File: config.mk
export PLATFORM = sky130hd
export DESIGN_NAME = dmem_arbiter
export DESIGN_NICKNAME = d
export VERILOG_FILES = /design/src/rtl/dmem_arbiter_pkg.sv /design/src/rtl/dmem_arbiter_rr_pick.sv /design/src/rtl/dmem_arbiter.sv
export SDC_FILE = /design/constraint.sdc
export NUM_CORES = 1
export LEC_CHECK = 0
export CAP_MARGIN = 40
export CORE_ASPECT_RATIO = 1.25
export CORE_MARGIN = 1.5
export CORE_UTILIZATION = 34
export DETAILED_ROUTE_END_ITERATION = 6
export GPL_TIMING_DRIVEN = 0
export HOLD_SLACK_MARGIN = 0.05
export SKIP_CTS_REPAIR_TIMING = 1
export SYNTH_ARGS = -nofsm -noshare
export SYNTH_HDL_FRONTEND = slang
export SYNTH_SLANG_ARGS = --single-unit
File: constraint.sdc
create_clock -name clk -period 17.9 [get_ports clk]
set_input_delay 1.79 -clock clk [delete_from_list [all_inputs] [get_ports clk]]
set_output_delay 1.79 -clock clk [all_outputs]
set_load 0.03 [all_outputs]
File: src/rtl/dmem_arbiter_pkg.sv
// -----------------------------------------------------------------------------
// dmem_arbiter_pkg
//   Shared types and helpers for the data-memory channel arbiter.
//   - channel_state_t : per-channel FSM state encoding.
//   - idx_wrap()      : wraps an index that may have stepped one modulus past
//                       the end back into range. It works for any modulus, so
//                       consumer counts need not be powers of two.
// -----------------------------------------------------------------------------
package dmem_arbiter_pkg;

    typedef enum logic [2:0] {
        IDLE,
        READ_WAIT,
        WRITE_WAIT,
        READ_RELAY,
        WRITE_RELAY
    } channel_state_t;

    // Callers only ever hand in values below 2*modulus, so a single
    // subtraction replaces a general modulo.
    function automatic int idx_wrap(input int value, input int modulus);
        return (value >= modulus) ? (value - modulus) : value;
    endfunction

endpackage

File: src/rtl/dmem_arbiter_rr_pick.sv
// -----------------------------------------------------------------------------
// rr_pick
//   Combinational round-robin finder. It scans the request mask starting at
//   start_i and wraps modulo N. It returns the first index that is requesting
//   and is not excluded.
//
//   Ports:
//     req_i    [N-1:0]  requesting consumers
//     excl_i   [N-1:0]  consumers that may not be picked (busy or claimed)
//     start_i  [W-1:0]  first index to examine (always < N)
//     found_o           a candidate was found
//     idx_o    [W-1:0]  index of the candidate (0 when found_o is low)
// -----------------------------------------------------------------------------
module rr_pick
    import dmem_arbiter_pkg::*;
#(
    parameter int N = 8,
    parameter int W = 3
) (
    input  logic [N-1:0] req_i,
    input  logic [N-1:0] excl_i,
    input  logic [W-1:0] start_i,
    output logic         found_o,
    output logic [W-1:0] idx_o
);

    int cand;

    // NOTE: every output gets a default before the loop, so no path through
    // the block leaves a value unassigned. Without the defaults, a latch would
    // be inferred.
    always_comb begin
        found_o = 1'b0;
        idx_o   = '0;
        cand    = 0;
        for (int k = 0; k < N; k++) begin
            cand = idx_wrap(int'(start_i) + k, N);
            if (!found_o && req_i[cand] && !excl_i[cand]) begin
                found_o = 1'b1;
                idx_o   = W'(cand);
            end
        end
    end

endmodule

File: src/rtl/dmem_arbiter.sv
// -----------------------------------------------------------------------------
// dmem_arbiter
//   Shares NUM_CHANNELS data-memory channels among NUM_CONSUMERS dcache
//   memory-side ports. The arbiter serves both reads and writes. Each channel
//   runs its own FSM:
//     IDLE -> READ_WAIT/WRITE_WAIT -> READ_RELAY/WRITE_RELAY -> IDLE.
//   In IDLE, a channel picks a consumer round-robin. Claims resolve in
//   ascending channel order, so one consumer is never granted to two channels
//   at once.
//
//   Ports (packed vectors; consumer i / channel c at [i*W +: W] / [c*W +: W]):
//     clk, reset                    rising-edge clock, async active-low reset
//     consumer_read_valid/_address  level read request from each consumer
//     consumer_read_ready/_data     read done; data held until the next read
//     consumer_write_valid/_address/_data   level write request
//     consumer_write_ready          write acknowledged
//     mem_read_valid/_address       per-channel read request to memory
//     mem_read_ready/_data          memory read done, data valid that cycle
//     mem_write_valid/_address/_data        per-channel write request
//     mem_write_ready               memory write done
//     channel_busy                  channel FSM not in IDLE
// -----------------------------------------------------------------------------
module dmem_arbiter
    import dmem_arbiter_pkg::*;
#(
    parameter int ADDR_BITS     = 8,
    parameter int DATA_BITS     = 8,
    parameter int NUM_CONSUMERS = 8,
    parameter int NUM_CHANNELS  = 4
) (
    input  logic                               clk,
    input  logic                               reset,

    input  logic [NUM_CONSUMERS-1:0]           consumer_read_valid,
    input  logic [NUM_CONSUMERS*ADDR_BITS-1:0] consumer_read_address,
    output logic [NUM_CONSUMERS-1:0]           consumer_read_ready,
    output logic [NUM_CONSUMERS*DATA_BITS-1:0] consumer_read_data,

    input  logic [NUM_CONSUMERS-1:0]           consumer_write_valid,
    input  logic [NUM_CONSUMERS*ADDR_BITS-1:0] consumer_write_address,
    input  logic [NUM_CONSUMERS*DATA_BITS-1:0] consumer_write_data,
    output logic [NUM_CONSUMERS-1:0]           consumer_write_ready,

    output logic [NUM_CHANNELS-1:0]            mem_read_valid,
    output logic [NUM_CHANNELS*ADDR_BITS-1:0]  mem_read_address,
    input  logic [NUM_CHANNELS-1:0]            mem_read_ready,
    input  logic [NUM_CHANNELS*DATA_BITS-1:0]  mem_read_data,

    output logic [NUM_CHANNELS-1:0]            mem_write_valid,
    output logic [NUM_CHANNELS*ADDR_BITS-1:0]  mem_write_address,
    output logic [NUM_CHANNELS*DATA_BITS-1:0]  mem_write_data,
    input  logic [NUM_CHANNELS-1:0]            mem_write_ready,

    output logic [NUM_CHANNELS-1:0]            channel_busy
);

    // Consumer index width. It stays at least 1 bit, so a single consumer
    // still gets a real index register.
    localparam int CW = (NUM_CONSUMERS > 1) ? $clog2(NUM_CONSUMERS) : 1;

    // ---------------------------------------------------------------------
    // Unpacked views of the packed buses
    // ---------------------------------------------------------------------
    logic [ADDR_BITS-1:0] rd_addr   [NUM_CONSUMERS];
    logic [ADDR_BITS-1:0] wr_addr   [NUM_CONSUMERS];
    logic [DATA_BITS-1:0] wr_data   [NUM_CONSUMERS];
    logic [DATA_BITS-1:0] mem_rdata [NUM_CHANNELS];

    // ---------------------------------------------------------------------
    // State
    // ---------------------------------------------------------------------
    // Per consumer
    logic [NUM_CONSUMERS-1:0] busy_q;
    logic [NUM_CONSUMERS-1:0] rd_ready_q;
    logic [NUM_CONSUMERS-1:0] wr_ready_q;
    logic [DATA_BITS-1:0]     rd_data_q [NUM_CONSUMERS];

    // Per channel
    channel_state_t           state_q       [NUM_CHANNELS];
    logic [CW-1:0]            owner_q       [NUM_CHANNELS];
    logic [CW-1:0]            rr_ptr_q      [NUM_CHANNELS];
    logic [NUM_CHANNELS-1:0]  mem_rd_valid_q;
    logic [NUM_CHANNELS-1:0]  mem_wr_valid_q;
    logic [ADDR_BITS-1:0]     mem_rd_addr_q [NUM_CHANNELS];
    logic [ADDR_BITS-1:0]     mem_wr_addr_q [NUM_CHANNELS];
    logic [DATA_BITS-1:0]     mem_wr_data_q [NUM_CHANNELS];

    // Grant decisions for this cycle, one per channel
    logic [NUM_CONSUMERS-1:0] cons_req;
    logic [NUM_CHANNELS-1:0]  pick_found;
    logic [CW-1:0]            pick_idx [NUM_CHANNELS];

    assign cons_req = consumer_read_valid | consumer_write_valid;

    // ---------------------------------------------------------------------
    // Consumer-side bus packing
    // ---------------------------------------------------------------------
    for (genvar i = 0; i < NUM_CONSUMERS; i++) begin : g_cons
        assign rd_addr[i] = consumer_read_address[i*ADDR_BITS +: ADDR_BITS];
        assign wr_addr[i] = consumer_write_address[i*ADDR_BITS +: ADDR_BITS];
        assign wr_data[i] = consumer_write_data[i*DATA_BITS +: DATA_BITS];
        assign consumer_read_data[i*DATA_BITS +: DATA_BITS] = rd_data_q[i];
    end

    assign consumer_read_ready  = rd_ready_q;
    assign consumer_write_ready = wr_ready_q;

    // ---------------------------------------------------------------------
    // Per-channel pickers, chained through the exclusion mask. Channel c sees
    // every consumer that is already busy or was claimed by channels 0..c-1.
    // A channel that is not IDLE claims nothing and passes the mask through.
    // ---------------------------------------------------------------------
    for (genvar c = 0; c < NUM_CHANNELS; c++) begin : g_ch
        logic [NUM_CONSUMERS-1:0] excl_in;
        logic [NUM_CONSUMERS-1:0] excl_out;
        logic                     found;
        logic [CW-1:0]            idx;
        logic                     idle;

        if (c == 0) begin : g_head
            assign excl_in = busy_q;
        end else begin : g_link
            assign excl_in = g_ch[c-1].excl_out;
        end

        rr_pick #(
            .N (NUM_CONSUMERS),
            .W (CW)
        ) u_pick (
            .req_i   (cons_req),
            .excl_i  (excl_in),
            .start_i (rr_ptr_q[c]),
            .found_o (found),
            .idx_o   (idx)
        );

        assign idle          = (state_q[c] == IDLE);
        assign excl_out      = excl_in |
                               ((idle && found) ? (NUM_CONSUMERS'(1) << idx) : '0);
        assign pick_found[c] = idle && found;
        assign pick_idx[c]   = idx;

        // Memory-side bus packing
        assign mem_rdata[c]                                = mem_read_data[c*DATA_BITS +: DATA_BITS];
        assign mem_read_valid[c]                           = mem_rd_valid_q[c];
        assign mem_read_address[c*ADDR_BITS +: ADDR_BITS]  = mem_rd_addr_q[c];
        assign mem_write_valid[c]                          = mem_wr_valid_q[c];
        assign mem_write_address[c*ADDR_BITS +: ADDR_BITS] = mem_wr_addr_q[c];
        assign mem_write_data[c*DATA_BITS +: DATA_BITS]    = mem_wr_data_q[c];
        assign channel_busy[c]                             = !idle;
    end

    // ---------------------------------------------------------------------
    // Channel FSMs and consumer-side registers.
    // Each consumer is owned by at most one channel at a time, so the
    // per-consumer bits written inside the loop never collide.
    // ---------------------------------------------------------------------
    // NOTE: sequential state uses non-blocking assignments only. Every
    // register then updates from pre-edge values, whatever the loop order.
    always_ff @(posedge clk or negedge reset) begin
        if (!reset) begin
            busy_q         <= '0;
            rd_ready_q     <= '0;
            wr_ready_q     <= '0;
            mem_rd_valid_q <= '0;
            mem_wr_valid_q <= '0;
            // NOTE: the captured read data is reset too, not just the
            // control. Consumers can observe it, and it must read 0 after
            // reset.
            for (int i = 0; i < NUM_CONSUMERS; i++) begin
                rd_data_q[i] <= '0;
            end
            for (int c = 0; c < NUM_CHANNELS; c++) begin
                state_q[c]       <= IDLE;
                owner_q[c]       <= '0;
                rr_ptr_q[c]      <= '0;
                mem_rd_addr_q[c] <= '0;
                mem_wr_addr_q[c] <= '0;
                mem_wr_data_q[c] <= '0;
            end
        end else begin
            for (int c = 0; c < NUM_CHANNELS; c++) begin
                unique case (state_q[c])
                    IDLE: begin
                        if (pick_found[c]) begin
                            owner_q[c]            <= pick_idx[c];
                            busy_q[pick_idx[c]]   <= 1'b1;
                            rr_ptr_q[c]           <= CW'(idx_wrap(int'(pick_idx[c]) + 1,
                                                                  NUM_CONSUMERS));
                            // A consumer with both valids gets its read
                            // first. The write stays pending for a later
                            // grant.
                            if (consumer_read_valid[pick_idx[c]]) begin
                                state_q[c]        <= READ_WAIT;
                                mem_rd_valid_q[c] <= 1'b1;
                                mem_rd_addr_q[c]  <= rd_addr[pick_idx[c]];
                            end else begin
                                state_q[c]        <= WRITE_WAIT;
                                mem_wr_valid_q[c] <= 1'b1;
                                mem_wr_addr_q[c]  <= wr_addr[pick_idx[c]];
                                mem_wr_data_q[c]  <= wr_data[pick_idx[c]];
                            end
                        end
                    end

                    READ_WAIT: begin
                        if (mem_read_ready[c]) begin
                            rd_data_q[owner_q[c]]  <= mem_rdata[c];
                            rd_ready_q[owner_q[c]] <= 1'b1;
                            mem_rd_valid_q[c]      <= 1'b0;
                            state_q[c]             <= READ_RELAY;
                        end
                    end

                    WRITE_WAIT: begin
                        if (mem_write_ready[c]) begin
                            wr_ready_q[owner_q[c]] <= 1'b1;
                            mem_wr_valid_q[c]      <= 1'b0;
                            state_q[c]             <= WRITE_RELAY;
                        end
                    end

                    READ_RELAY: begin
                        if (!consumer_read_valid[owner_q[c]]) begin
                            rd_ready_q[owner_q[c]] <= 1'b0;
                            busy_q[owner_q[c]]     <= 1'b0;
                            state_q[c]             <= IDLE;
                        end
                    end

                    WRITE_RELAY: begin
                        if (!consumer_write_valid[owner_q[c]]) begin
                            wr_ready_q[owner_q[c]] <= 1'b0;
                            busy_q[owner_q[c]]     <= 1'b0;
                            state_q[c]             <= IDLE;
                        end
                    end

                    default: begin
                        state_q[c] <= IDLE;
                    end
                endcase
            end
        end
    end

endmodule

==> results by group <==
Run status
  • Result of the run: finished, violations left
  • Violated checks: DRC

Floorplan
  • Die area: roughly 75000 µm²
  • Die H: between 300 and 400 µm
  • Starting Density: between 30% and 40%
  • Rows: 110
  • Top-Level Pins: around 440
  • DIE WIDTH: ~250 µm
  • Core ar.: 72390 µm²

Setup path
  • CP max stage delay: 0.73 ns
  • CP required: about 18 ns
  • Worst Path Max Fanout: 19
  • CP Capture Type: register
  • FF-to-FF path depth: 57
  • R2R Path End: mem_write_address[29]
  • Slowest cell on crit path: clkdlybuf4s50_1
  • Worst setup path class: in2reg
  • CP Launch Type: primary input
  • CP bufs+invs: 13
  • CP delay by family, top: compound AO/OA/AOI/OAI gates
  • Worst reg2reg setup slack: around 1.3 ns
  • R2R Path Start: rr_ptr_q[9]
  • Crit path DAT: between 15 and 20 ns

CTS
  • Total CTS buffers: 28
  • Clk slew on worst S/H paths: approximately 0.070 ns
  • CTS Buffer Depth: 3
  • Root buffer cell: clkbuf_16
  • Skew-Pair Late Insertion Delay: approximately 0.65 ns
  • CTS sink cnt: around 230
  • CTS tree: done
  • H-tree depth: 1

Logic synthesis
  • Post-Syn Area: roughly 25000 µm²
  • Distinct cells, synth: 120
  • Most common flop cell mapped by yosys: dfrtp_1
  • Post-synth top cells: 611 x nand2_1, 448 x nor2_1, 230 x o21ai_0, 228 x dfrtp_1, 205 x clkbuf_1
  • Yosys warns: 0
  • Post-synthesis cell count: around 3400
  • Async SR Flop Fraction: 100.0%
  • Area leader, netlist: dfrtp_1
  • Top cells by area, synth: dfrtp_1 23%, nand2_1 9.2%, mux2i_1 7.9%, nor2_1 6.7%, o21ai_0 4.6%
  • Sequential area share after synthesis: around 23%
  • Post-synth top area share: around 23%
  • Post-synth EDFFs: 0
  • Synthesized flop and latch total: 228
  • Syn_nets: 3705
  • Count leader, synth: nand2_1
  • Average size of a mapped cell: ~7.3 µm²

STA
  • Tcrit/Tclk final: 96.81%
  • Slew Viols, Final: 0
  • Final Hold Vio Count: 0
  • RSZ-0062 raised after global routing: no
  • Fmax: about 0.058 GHz
  • Final setup fails: 0
  • Tmin final: approximately 17 ns
  • Worst hold slack: approximately 0.48 ns
  • Final Skew: 0.05123 ns
  • Worst-Margin Slew: approximately 0.99 ns
  • Slew headroom: 33.59%

Min path
  • Hold path cells: 1
  • Hold/Removal Path Class: reg2reg
  • Hold_sp: mem_write_valid[1]
  • WHS Endpoint: mem_write_valid[1]

Final layout
  • Area delta synth->final: 28.24%
  • Nets: approximately 4200
  • Core Util, Final: roughly 44%
  • Layout cells sized above 1: between 10% and 20%

Global route
  • GRT Util Overall: 44.06%
  • Vias in the first global route: 30960
  • Initial antenna violation count: 60
  • Global-route wire length before repair: between 200 and 250 mm
  • Largest net degree at the start of global routing: about 110
  • Grt total ovfl: 0

Route
  • Initial drt markers: 4106
  • Drt total wl: around 170 mm
  • WL/cell: between 30 and 40 µm
  • Count of antenna-violating nets left after detailed routing: 0
  • Remaining routing DRC violations: roughly 80
  • Detailed-route vias per instance: 6.611
  • Vias post-DR: 32560
  • TritonRoute pass-1 iters: 7

Place
  • HPWL after DPL: between 100 and 150 mm
  • IO buf count: 402
  • Gp weighted congestion: 1.042

Run
  • Max-Cap Viols: 0
worst register-to-register path, delay by kind of cell, from the launching register on:
kind	cells	cell delay [ns]
fa+ha+maj	4	1.19
buf+inv	15	4.70
mux	3	1.09
compound gates	27	7.37
simple gates	8	1.84
flops	1	0.42
metrics by stage:
| stage | TNS, ns | instances | cell area (µm²) | setup WS (ns) |
|---|---|---|---|---|
| after floorplan | 0 | 3441 | 24980 | 4.020 |
| after global placement | -109.93 | 4795 | 30190 | -3.212 |
| after detailed placement | -94.97 | 4840 | 30660 | -2.868 |
| after CTS | -70.76 | 4892 | 31770 | -2.276 |
| after global routing | 0 | 4903 | 31970 | 0.02491 |
| final | 0 | 4925 | 32030 | 0.5704 |
area by class of cell:
cell class / instances / area [µm²]
well taps: 952 / 1191
flip-flops and latches: 228 / 5705
plain buffers: 294 / 1262
multi-input cells: 2868 / 17960
clock inverters: 17 / 334.1
fillers: 7645 / 40370
clock buffers: 35 / 777.0
diodes: 24 / 60.06
repair buffers: 460 / 4566
inverters: 47 / 176.4
per-layer routing:
layer / global-route usage [%] / routed length, µm / vias up
met2: 68.97 / 74360 / 2314
met5: 0 / 392 / -
met4: 34.17 / 17280 / 64
met3: 14.64 / 18930 / 770
met1: 49.16 / 59340 / 15650
li1: - / - / 13760
logic make-up (layout without fill, tap and decap cells):
logic type      after synthesis  in the layout  share of synthesized area (%)
simple gates               1440           1440                          25.42
compound gates             1092           1092                          30.88
buf+inv                     345            853                          5.751
mux                         306            306                          13.84
flops                       228            228                          22.84
xor+xnor                     16             16                         0.5611
fa+ha+maj                    14             14                         0.7013
other cells                   0             24                              0
how the worst max path moves through the flow:
stage | end | slack [ns] | from | cells after the start
floorplan | mem_write_address[24] | 4.02 | consumer_read_valid[3] | 55
global placement | mem_write_address[27] | -3.21 | consumer_read_valid[1] | 55
detailed placement | mem_write_address[27] | -2.87 | consumer_read_valid[1] | 54
CTS | mem_write_address[27] | -2.28 | consumer_read_valid[1] | 54
global route | mem_write_address[28] | 0.02 | consumer_write_valid[6] | 55
finish | mem_write_address[29] | 0.57 | consumer_read_valid[1] | 54
state kept, by name, summed over array words and instances, names as in the netlist:
register / cells
consumer_read_data: 64
mem_read_address: 32
mem_write_address: 32
mem_write_data: 32
owner_q: 12
rr_ptr_q: 12
state_q: 12
busy_q: 8
consumer_read_ready: 8
consumer_write_ready: 8
mem_read_valid: 4
mem_write_valid: 4
placed cells by master, fill, tap and decap left out, types with 34 or more instances in the layout:
| cell | instances |
|---|---|
| buf_1 | 34 |
| nor3_1 | 40 |
| a311oi_1 | 63 |
| a22oi_1 | 37 |
| a211oi_1 | 62 |
| inv_1 | 39 |
| nand2_1 | 610 |
| clkdlybuf4s50_1 | 401 |
| o211ai_1 | 44 |
| nor2_1 | 445 |
| o22ai_1 | 58 |
| nand2b_1 | 37 |
| a221oi_1 | 80 |
| nand3_1 | 116 |
| and3_1 | 42 |
| mux2i_1 | 198 |
| o21ai_0 | 230 |
| a31oi_1 | 56 |
| dfrtp_1 | 228 |
| a21oi_1 | 178 |
| clkbuf_1 | 192 |
| mux2_2 | 69 |
| buf_2 | 52 |
Power is left out: the tool's default activity adds up to more than one toggle a clock period on the data nets, which glitch-free logic cannot reach.
